## config.mk

```make
export PLATFORM = sky130hd
export DESIGN_NAME = mem_access_unit
export DESIGN_NICKNAME = d
export VERILOG_FILES = /design/src/rtl/mem_access_unit.sv
export SDC_FILE = /design/constraint.sdc
export NUM_CORES = 1
export LEC_CHECK = 0
export CAP_MARGIN = 15
export CELL_PAD_IN_SITES_DETAIL_PLACEMENT = 1
export CELL_PAD_IN_SITES_GLOBAL_PLACEMENT = 2
export CORE_AREA = 8 8 154 156
export DETAILED_ROUTE_END_ITERATION = 12
export DIE_AREA = 0 0 162 164
export PLACE_DENSITY = 0.75
export SYNTH_ARGS = -nofsm -noshare
export SYNTH_HDL_FRONTEND = slang
export SYNTH_SLANG_ARGS = --single-unit
```

## constraint.sdc

```tcl
create_clock -name Clock -period 2.2 [get_ports Clock]
set_clock_uncertainty 0.05 [all_clocks]
set_input_delay 0.33 -clock Clock [delete_from_list [all_inputs] [get_ports Clock]]
set_output_delay 0.33 -clock Clock [all_outputs]
set_load 0.02 [all_outputs]
```

## src/rtl/mem_access_unit.sv

```systemverilog
// mem_access_unit
// Sits between the multicycle MIPS controller and a wait-state memory. A CPU
// request (held level on MemRead/MemWrite) is checked for size/alignment,
// turned into a registered MemReq/MemReady handshake with byte enables and
// lane-positioned store data, and completed in a one-cycle DONE state where
// Stall drops so the controller can advance. Loads are extracted from their
// byte lanes and sign- or zero-extended; a bus timeout guards against a
// memory that never answers.

module mem_access_unit #(
  parameter int DATA_W  = 32,
  parameter int ADDR_W  = 32,
  parameter int TIMEOUT = 16
) (
  input  logic                  Clock,
  input  logic                  Resetn,
  input  logic                  MemRead,
  input  logic                  MemWrite,
  input  logic [1:0]            Size,
  input  logic                  LoadSigned,
  input  logic [ADDR_W-1:0]     Address,
  input  logic [DATA_W-1:0]     WriteData,
  output logic [DATA_W-1:0]     ReadData,
  output logic                  Stall,
  output logic                  Misaligned,
  output logic                  BusError,
  output logic                  MemReq,
  output logic                  MemWe,
  output logic [ADDR_W-1:0]     MemAddr,
  output logic [DATA_W/8-1:0]   MemBe,
  output logic [DATA_W-1:0]     MemWdata,
  input  logic [DATA_W-1:0]     MemRdata,
  input  logic                  MemReady
);

  localparam int NB    = DATA_W / 8;
  localparam int OFF_W = $clog2(NB);
  localparam int CNT_W = (TIMEOUT > 1) ? $clog2(TIMEOUT) : 1;
  // Last counter value a BUSY cycle may reach before the access is abandoned.
  localparam logic [CNT_W-1:0] CNT_LAST = CNT_W'((TIMEOUT > 0) ? TIMEOUT - 1 : 0);

  typedef enum logic [1:0] {
    ST_IDLE = 2'b00,
    ST_BUSY = 2'b01,
    ST_DONE = 2'b10
  } state_t;

  typedef enum logic [1:0] {
    SZ_BYTE    = 2'b00,
    SZ_HALF    = 2'b01,
    SZ_WORD    = 2'b10,
    SZ_ILLEGAL = 2'b11
  } size_t;

  // Registered state
  state_t              r_state;
  logic [DATA_W-1:0]   r_read_data;
  logic                r_mem_req;
  logic                r_mem_we;
  logic [ADDR_W-1:0]   r_mem_addr;
  logic [NB-1:0]       r_mem_be;
  logic [DATA_W-1:0]   r_mem_wdata;
  logic                r_misaligned;
  logic                r_bus_error;
  logic [CNT_W-1:0]    r_cnt;
  logic [OFF_W-1:0]    r_off;
  size_t               r_size;
  logic                r_signed;

  // Next-state values
  state_t              w_state_nxt;
  logic [DATA_W-1:0]   w_read_data_nxt;
  logic                w_mem_req_nxt;
  logic                w_mem_we_nxt;
  logic [ADDR_W-1:0]   w_mem_addr_nxt;
  logic [NB-1:0]       w_mem_be_nxt;
  logic [DATA_W-1:0]   w_mem_wdata_nxt;
  logic                w_misaligned_nxt;
  logic                w_bus_error_nxt;
  logic [CNT_W-1:0]    w_cnt_nxt;
  logic [OFF_W-1:0]    w_off_nxt;
  size_t               w_size_nxt;
  logic                w_signed_nxt;

  // Request decode
  logic                w_req;
  logic [OFF_W-1:0]    w_off;
  size_t               w_size;
  logic                w_fault;
  logic [NB-1:0]       w_be_start;
  logic [DATA_W-1:0]   w_wdata_start;

  // Load extraction
  logic [DATA_W-1:0]   w_rdata_shifted;
  logic [DATA_W-1:0]   w_lane_mask;
  logic                w_lane_sign;
  logic [DATA_W-1:0]   w_load_ext;

  assign w_req  = MemRead | MemWrite;
  assign w_off  = Address[OFF_W-1:0];
  assign w_size = size_t'(Size);

  // A halfword must sit on an even byte, a full word on a word boundary.
  assign w_fault = (w_size == SZ_ILLEGAL) ||
                   ((w_size == SZ_HALF) && w_off[0]) ||
                   ((w_size == SZ_WORD) && (w_off != '0));

  // Byte enables and lane-positioned store data for the incoming request.
  always_comb begin
    // NOTE: every signal driven here gets a value before any branch, so no path leaves one unassigned and no latch is inferred.
    w_be_start    = '1;
    w_wdata_start = WriteData;
    unique case (w_size)
      SZ_BYTE: begin
        w_be_start    = NB'(1) << w_off;
        w_wdata_start = DATA_W'(WriteData[7:0]) << {w_off, 3'b000};
      end
      SZ_HALF: begin
        w_be_start    = NB'(3) << w_off;
        w_wdata_start = DATA_W'(WriteData[15:0]) << {w_off, 3'b000};
      end
      default: begin
        w_be_start    = '1;
        w_wdata_start = WriteData;
      end
    endcase
  end

  // Bring the addressed lane(s) down to bit 0, then zero- or sign-extend.
  assign w_rdata_shifted = MemRdata >> {r_off, 3'b000};

  // Width mask and sign bit of the captured load; full words pass untouched.
  always_comb begin
    w_lane_mask = '1;
    w_lane_sign = 1'b0;
    unique case (r_size)
      SZ_BYTE: begin
        w_lane_mask = DATA_W'(8'hFF);
        w_lane_sign = w_rdata_shifted[7];
      end
      SZ_HALF: begin
        w_lane_mask = DATA_W'(16'hFFFF);
        w_lane_sign = w_rdata_shifted[15];
      end
      default: begin
        w_lane_mask = '1;
        w_lane_sign = 1'b0;
      end
    endcase
  end

  assign w_load_ext = (w_rdata_shifted & w_lane_mask) |
                      ((r_signed && w_lane_sign) ? ~w_lane_mask : '0);

  // Next-state and next-output logic of the IDLE/BUSY/DONE controller.
  always_comb begin
    w_state_nxt      = r_state;
    w_read_data_nxt  = r_read_data;
    w_mem_req_nxt    = r_mem_req;
    w_mem_we_nxt     = r_mem_we;
    w_mem_addr_nxt   = r_mem_addr;
    w_mem_be_nxt     = r_mem_be;
    w_mem_wdata_nxt  = r_mem_wdata;
    w_misaligned_nxt = r_misaligned;
    w_bus_error_nxt  = r_bus_error;
    w_cnt_nxt        = r_cnt;
    w_off_nxt        = r_off;
    w_size_nxt       = r_size;
    w_signed_nxt     = r_signed;

    unique case (r_state)
      ST_IDLE: begin
        w_misaligned_nxt = 1'b0;
        w_bus_error_nxt  = 1'b0;
        if (MemRead && MemWrite) begin
          // Conflicting request: report it without touching memory.
          w_bus_error_nxt = 1'b1;
          w_state_nxt     = ST_DONE;
        end else if (w_req) begin
          if (w_fault) begin
            w_misaligned_nxt = 1'b1;
            w_state_nxt      = ST_DONE;
          end else begin
            w_mem_addr_nxt  = {Address[ADDR_W-1:OFF_W], OFF_W'(0)};
            w_mem_we_nxt    = MemWrite;
            w_mem_be_nxt    = w_be_start;
            w_mem_wdata_nxt = w_wdata_start;
            w_mem_req_nxt   = 1'b1;
            w_cnt_nxt       = '0;
            w_off_nxt       = w_off;
            w_size_nxt      = w_size;
            w_signed_nxt    = LoadSigned;
            w_state_nxt     = ST_BUSY;
          end
        end
      end

      ST_BUSY: begin
        if (MemReady) begin
          w_read_data_nxt = r_mem_we ? '0 : w_load_ext;
          w_mem_req_nxt   = 1'b0;
          w_state_nxt     = ST_DONE;
        end else if ((TIMEOUT != 0) && (r_cnt == CNT_LAST)) begin
          w_bus_error_nxt = 1'b1;
          w_read_data_nxt = '0;
          w_mem_req_nxt   = 1'b0;
          w_state_nxt     = ST_DONE;
        end else begin
          w_cnt_nxt = r_cnt + 1'b1;
        end
      end

      ST_DONE: begin
        w_state_nxt = ST_IDLE;
      end

      default: begin
        w_state_nxt = ST_IDLE;
      end
    endcase
  end

  // State register with synchronous active-low reset.
  always_ff @(posedge Clock) begin
    if (!Resetn) begin
      // NOTE: non-blocking assignments here so every register samples the pre-edge values, independent of statement order.
      r_state      <= ST_IDLE;
      r_read_data  <= '0;
      r_mem_req    <= 1'b0;
      r_mem_we     <= 1'b0;
      r_mem_addr   <= '0;
      r_mem_be     <= '0;
      r_mem_wdata  <= '0;
      r_misaligned <= 1'b0;
      r_bus_error  <= 1'b0;
      r_cnt        <= '0;
      r_off        <= '0;
      r_size       <= SZ_BYTE;
      r_signed     <= 1'b0;
    end else begin
      r_state      <= w_state_nxt;
      r_read_data  <= w_read_data_nxt;
      r_mem_req    <= w_mem_req_nxt;
      r_mem_we     <= w_mem_we_nxt;
      r_mem_addr   <= w_mem_addr_nxt;
      r_mem_be     <= w_mem_be_nxt;
      r_mem_wdata  <= w_mem_wdata_nxt;
      r_misaligned <= w_misaligned_nxt;
      r_bus_error  <= w_bus_error_nxt;
      r_cnt        <= w_cnt_nxt;
      r_off        <= w_off_nxt;
      r_size       <= w_size_nxt;
      r_signed     <= w_signed_nxt;
    end
  end

  // The controller is released only in DONE, and only if it is asking for memory.
  assign Stall      = w_req && (r_state != ST_DONE);
  assign ReadData   = r_read_data;
  assign Misaligned = r_misaligned;
  assign BusError   = r_bus_error;
  assign MemReq     = r_mem_req;
  assign MemWe      = r_mem_we;
  assign MemAddr    = r_mem_addr;
  assign MemBe      = r_mem_be;
  assign MemWdata   = r_mem_wdata;

endmodule

```

==> flow_summary.json <==
{
  "num_vias": 5157,
  "hold_ws_ns": 0.405,
  "maxSlewHeadroom_pct": 56.5,
  "dr.pass1.iters": 4,
  "leakage_nw": 2.98,
  "slew_viol_final": 0,
  "nFillCells": 2474,
  "die_w_um": 162,
  "netlist_instances": 576,
  "antenna_found_initial": 1,
  "area_growth_pct": 60.1,
  "slowest_delay_ns": 0.62,
  "setup.worst_path.class": "in2out",
  "combPwrFrac_pct": 17.6,
  "layout_commonest_cell": "clkdlybuf4s50_1",
  "worst_path_max_delay_cell": "clkdlybuf4s50_1",
  "power_mw": 6.18,
  "dieArea_sq_um": 26600,
  "synth_async_sr_flop_share_pct": 0,
  "final_nets": 887,
  "root_buffer": "clkbuf_16",
  "startpoint_type": "input port",
  "crit_arrival_ns": 1.70,
  "overflow": 0,
  "cts_resized": 0,
  "port-buffer-count": 206,
  "clock_power_share_pct": 46.4,
  "p_sw_share_pct": 26.0,
  "timing.rr.start": "r_state[1]",
  "synth_seq_cells": 113,
  "worstRegToRegCells": 5,
  "clk_pin_slew_ns": 0.05,
  "use_met1_pct": 18.2,
  "seq_power_share_pct": 36.0,
  "path_buf_inv": 2,
  "routed_wl_um": 20800,
  "fin_area_sq_um": 8020,
  "ff2ff_setup_slack_ns": 0.45,
  "dp.final_hpwl_um": 15800,
  "p_switching_mw": 1.61,
  "route.detailed.drc": 0,
  "ys_seq_area_share_pct": 45.2,
  "setup_tns_ns": 0,
  "cts_made_buffers": 17,
  "fin_util_pct": 37.5,
  "setup_violations": 0,
  "cp_max_fo": 4,
  "rsz0062_at_grt": "false",
  "ys_warn_count": 0,
  "syn_area_sq_um": 5010,
  "endpoint_kind": "primary output",
  "routabilityCongestion": 0.784,
  "grt.total_usage_pct": 15.4,
  "min_period_ns": 2.08,
  "met2_usage_pct": 25.5,
  "cap_violations": 0,
  "crit_top_cell": "clkdlybuf4s50_1",
  "cts_max_level": 4,
  "clk_latency_ns": 0.40,
  "postPlaceCellArea_sq_um": 7390,
  "required_ns": 1.82,
  "min_period_over_period_pct": 94.4,
  "vias_per_cell": 4.79,
  "syn_area_per_cell_sq_um": 8.70,
  "final_cell_mix": "206 x clkdlybuf4s50_1, 113 x dfxtp_1, 100 x nand2_1",
  "grt_first_pass_wirelength_um": 32100,
  "layout-drive-gt1-share_pct": 9.31,
  "grt_pass1_vias": 5589,
  "tritoncts": "built",
  "min_path_type": "reg2reg",
  "multiInputGateArea_sq_um": 2460,
  "grt-busiest-layer": "met2",
  "clock-sinks": 113,
  "clk_path_buf_depth": 2,
  "ant_nets": 0,
  "seq_area_sq_um": 2260,
  "wl_per_cell_um": 19.3,
  "initial_core_util_pct": 23.5,
  "synth_edf_count": 0,
  "grt_max_degree": 50,
  "die_h_um": 164,
  "grt_use_met3_pct": 6.07,
  "hp-start": "MemAddr[31]",
  "drt_iter0_markers": 280,
  "path_cells": "clkdlybuf4s50_1 > nor2_1 > a21oi_1 > clkdlybuf4s50_1",
  "p_per_area_nw_per_um2": 771,
  "peakVddDrop_mv": 0.447,
  "critPathTopFamily": "buffers and inverters",
  "pin_count": 209,
  "post_cts_buffers": 0,
  "hold_viol": 0,
  "p_int_mw": 4.57,
  "hold_path_depth": 2,
  "ctsHoldBuffers": 0,
  "worst-slew-pin-transition_ns": 0.650,
  "holdPathEnd": "MemAddr[31]",
  "yosysUniqueCellTypes": 56,
  "ys.flop_type": "dfxtp_1",
  "core_region_area_sq_um": 21400,
  "reg2reg_to": "MemBe[2]",
  "rows": 54,
  "fmax_mhz": 482,
  "status": "completed"
}
[power groups by stage]
stage | Clock, mW | Sequential (mW) | Combinational, mW
2_1_floorplan | 0 | 2.37 | 0.419
3_3_place_gp | 0 | 2.26 | 1.07
3_5_place_dp | 0 | 2.27 | 1.09
4_1_cts | 2.94 | 2.23 | 1.10
5_1_grt | 3.06 | 2.24 | 1.17
6_report | 2.87 | 2.22 | 1.09
[flip-flops by register name, indices dropped and copies added (netlist names)]
register and count:
BusError 1, MemAddr 30, MemBe 4, MemReq 1, MemWdata 32, MemWe 1, Misaligned 1, ReadData 32
r_cnt 4, r_off 2, r_signed 1, r_size 2, r_state 2
[per-layer routing]
| layer | vias up | part of all wire [%] | wire (um) |
|---|---|---|---|
| li1 | 2486 | - | - |
| met1 | 2485 | 44 | 9230 |
| met2 | 167 | 46 | 9640 |
| met3 | 19 | 7.8 | 1610 |
| met4 | 0 | 1.6 | 339 |
| met5 | - | 0 | 0 |
[how the worst max path moves through the flow]
| stage | startpoint | endpoint | slack (ns) | cells after the start |
|---|---|---|---|---|
| floorplan | r_cnt[0] | ReadData[24] | 0.67 | 6 |
| global placement | MemWrite | MemBe[3] | 0.04 | 6 |
| detailed placement | MemWrite | MemBe[2] | -0.02 | 6 |
| CTS | r_state[0] | Stall | 0.10 | 3 |
| global route | r_state[0] | Stall | 0.03 | 3 |
| finish | MemWrite | Stall | 0.12 | 4 |
[synth_stat cells, types with 8 or more instances]
cell	count	share of area, %
a31oi_1	11	1.4
nor3_1	22	2.2
nor2_1	43	3.2
a221oi_1	8	1.4
buf_2	11	1.1
and3b_1	8	1.4
a21oi_1	56	5.6
mux2_2	8	1.8
o21ai_0	27	2.7
clkbuf_1	20	1.5
a211oi_1	9	1.3
nand2_1	100	7.5
mux2i_1	17	3.4
a22oi_1	17	2.5
a22o_1	16	2.8
nor2b_1	9	1.1
dfxtp_1	113	45
a2bb2oi_1	8	1.4
[per-stage QoR]
stage          cells  setup WS, ns
5_1_grt         1076        0.0303
3_5_place_dp    1043       -0.0187
6_report        1077         0.124
2_1_floorplan    577         0.670
4_1_cts         1075         0.104
3_3_place_gp    1043        0.0386
[cell families after synthesis]
| logic type | Yosys count | share of synthesized area (%) |
|---|---|---|
| other cells | 1 | 0.0749 |
| buf+inv | 51 | 5.90 |
| flops | 113 | 45.2 |
| compound gates | 179 | 24.0 |
| xor+xnor | 4 | 0.699 |
| mux | 26 | 5.65 |
| fa+ha+maj | 1 | 0.250 |
| simple gates | 201 | 18.3 |
[worst reg2reg max path, stage by stage (launching register included)]
cell	delay, ns
dfxtp_1	0.38
nor2_1	0.30
and4_2	0.37
buf_12	0.24
nor2_1	0.08
a311oi_1	0.24
[cell type report]
type | instances | area share (%)
sequential | 113 | 28.2
clock buffer | 23 | 6.09
multi-input combinational | 413 | 30.6
timing repair buffer | 232 | 28.8
clock inverter | 9 | 1.61
tap | 280 | 4.37
antenna | 2 | 0.0624
inverter | 5 | 0.234
Note: power is estimated with default switching activity, not from simulation.
==> RTL change: new RTL, same settings <==
The parameter `TIMEOUT` goes from 16 to 32.
--- a/src/rtl/mem_access_unit.sv
+++ b/src/rtl/mem_access_unit.sv
@@ -12,3 +12,3 @@
   parameter int ADDR_W  = 32,
-  parameter int TIMEOUT = 16
+  parameter int TIMEOUT = 32
 ) (
Function: same outputs for any inputs over 4 cycles, from zero or initial values and one cycle with Resetn low; that may be too few to reach the edited logic, so the function may still have changed.
==> RTL change against the unedited design <==
  * Power rose by 0.13%
  * Register-to-register slack got worse by 0.25 ns
  * Routed wire length rose by 4.3%
  * Die area did not move
  * Worst setup slack improved by 0.077 ns
  * Sequential cell count rose by 1
  * Synthesized area rose by 2.9%
  * Hold slack got worse by 0.0039 ns
  * Final cell count fell by 0.46%
  * Design area rose by 3.2%
==> RTL change: results (changes against the unedited design) <==
Final HPWL DP=16.6 mm (+4.9%); vias in the first global route=5736 (+2.6%); register area share after synthesis=44.3% (-0.87 points); CTS root buf=clkbuf_16; NetSw=1740 uW (+8.4%); TritonCTS Buffers=17 (unchanged); Clock Latency Late Sink=0.42 ns (+0.02 ns); GRT Total Usage=16.1% (+0.75 points); synth top area cells=dfxtp_1 (44%), nand2_1 (6.3%), a21oi_1 (5.6%); drt pass-1 iters=4 (unchanged); global routing usage on met1=18.5% (+0.35 points); Arr. time, crit path=2.25 ns (+0.55 ns); vias=5242 (+1.6%); clock buffer depth=2 (unchanged); DRC viols=0 (unchanged); Post-CTS Setup Inserts=0 (unchanged); metal2 WL=10.8 mm (+12%); largest net degree at the start of global routing=42 (-16%); WL met3=1.42 mm (-12%); fin cells=1072 (-0.46%); Hold Crit Class=in2reg; Placer Congestion=0.825 (+5.2%); Synth Instances=562 (-2.4%); DP Cell Count=1040 (-0.29%); number of port buffers=206 (unchanged); CP Max Fanout=17 (+13); Leak=0.00296 uW (-0.79%); layout cells sized above 1=13.6% (+4.3 points); Seq group=2250 uW; Primary FF master, synth=dfxtp_1; YS warnings=0 (unchanged); Netlist cell types=54 (-3.6%); GR Layer Usage met3=5.26% (-0.80 points); async set or reset register ratio after synthesis=0% (unchanged); Combinational Power Share=18.6% (+1.0 points); Cell Area, Placed=7670 sq um (+3.7%); drt total wl=21.7 mm (+4.3%); filler cell count=2458 (-0.65%); Worst VDD drop=0.494 mV (+10%); Commonest cells post-synth=dfxtp_1 (114), nand2_1 (87), a21oi_1 (58); met2 Track Usage GR=28.1% (+2.5 points); Flop pwr share=36.3% (+0.3 points); Slew HR=52.7% (-3.8 points); Initial DRC Count=180 (-36%); nets=885 (-0.23%); first-pass GRT wire length=33.3 mm (+3.5%); M1 WL=9.23 mm (about the same); initial antenna violation count=0 (-1); # diodes=0 (-2); clock-pin slew on the worst setup and hold paths=0.06 ns; status=complete, no violations
==> RTL change: changes by cell type after synthesis, sizes merged, moves of 9 or more <==
cell,unedited run,this run
nor2b,10,0
nor3,22,4
a32oi,7,16
o21ai,29,20
mux2i,18,9
nand2,100,87
==> RTL change: cell families after synthesis <==
logic type	count (synthesis)	synth area share (%)
other	1	0.0728
buffers and inverters	54	5.20
xor gates and xnor gates	3	0.510
DFF	114	44.3
AOI/OAI and AO/OA	187	25.2
and+or+nand+nor	168	15.5
muxes	33	8.74
adders and majority gates	2	0.486
==> RTL change: what timing repair did <==
item	in CTS	in global routing
endpoints found under the setup margin	1	1
hold buffers	0	0
cloned	0	0
gates resized for setup	1	1
==> RTL change: path summary, 6_finish.rpt <==
check | start | end | slack, ns | cells past startpoint
max reg2reg | r_cnt[0] | ReadData[28] | 0.20 | 7
min reg2reg | MemAddr[23] | MemAddr[23] | 0.40 | 2
min | Address[11] | MemAddr[11] | 0.40 | 3
max | r_cnt[0] | ReadData[28] | 0.20 | 7
==> RTL change: metrics by stage <==
step / worst slack (ns) / hold WS (ns)
after floorplan: 0.302 / 0.402
after global placement: -0.0912 / 0.392
after detailed placement: -0.176 / 0.400
after CTS: 0.102 / 0.389
after global routing: 0.0961 / 0.402
final: 0.201 / 0.401
==> RTL change: worst max-delay path, cell delays in order, from the launching register on <==
cell and delay [ns]:
dfxtp_1 0.39, ha_1 0.19, and3_1 0.17, ha_1 0.28
o21ai_2 0.09, and2_1 0.19, buf_12 0.16, a221o_1 0.36
==> RTL change: layout make-up <==
class                      count  area, sq um  area share [%]
sequential                   114         2280            27.6
clock inverter                14          156            1.89
multi-input combinational    395         2620            31.6
inverter                       5         18.8           0.227
tap                          280          350            4.23
clock buffer                  18          439            5.31
timing repair buffer         246         2410            29.1
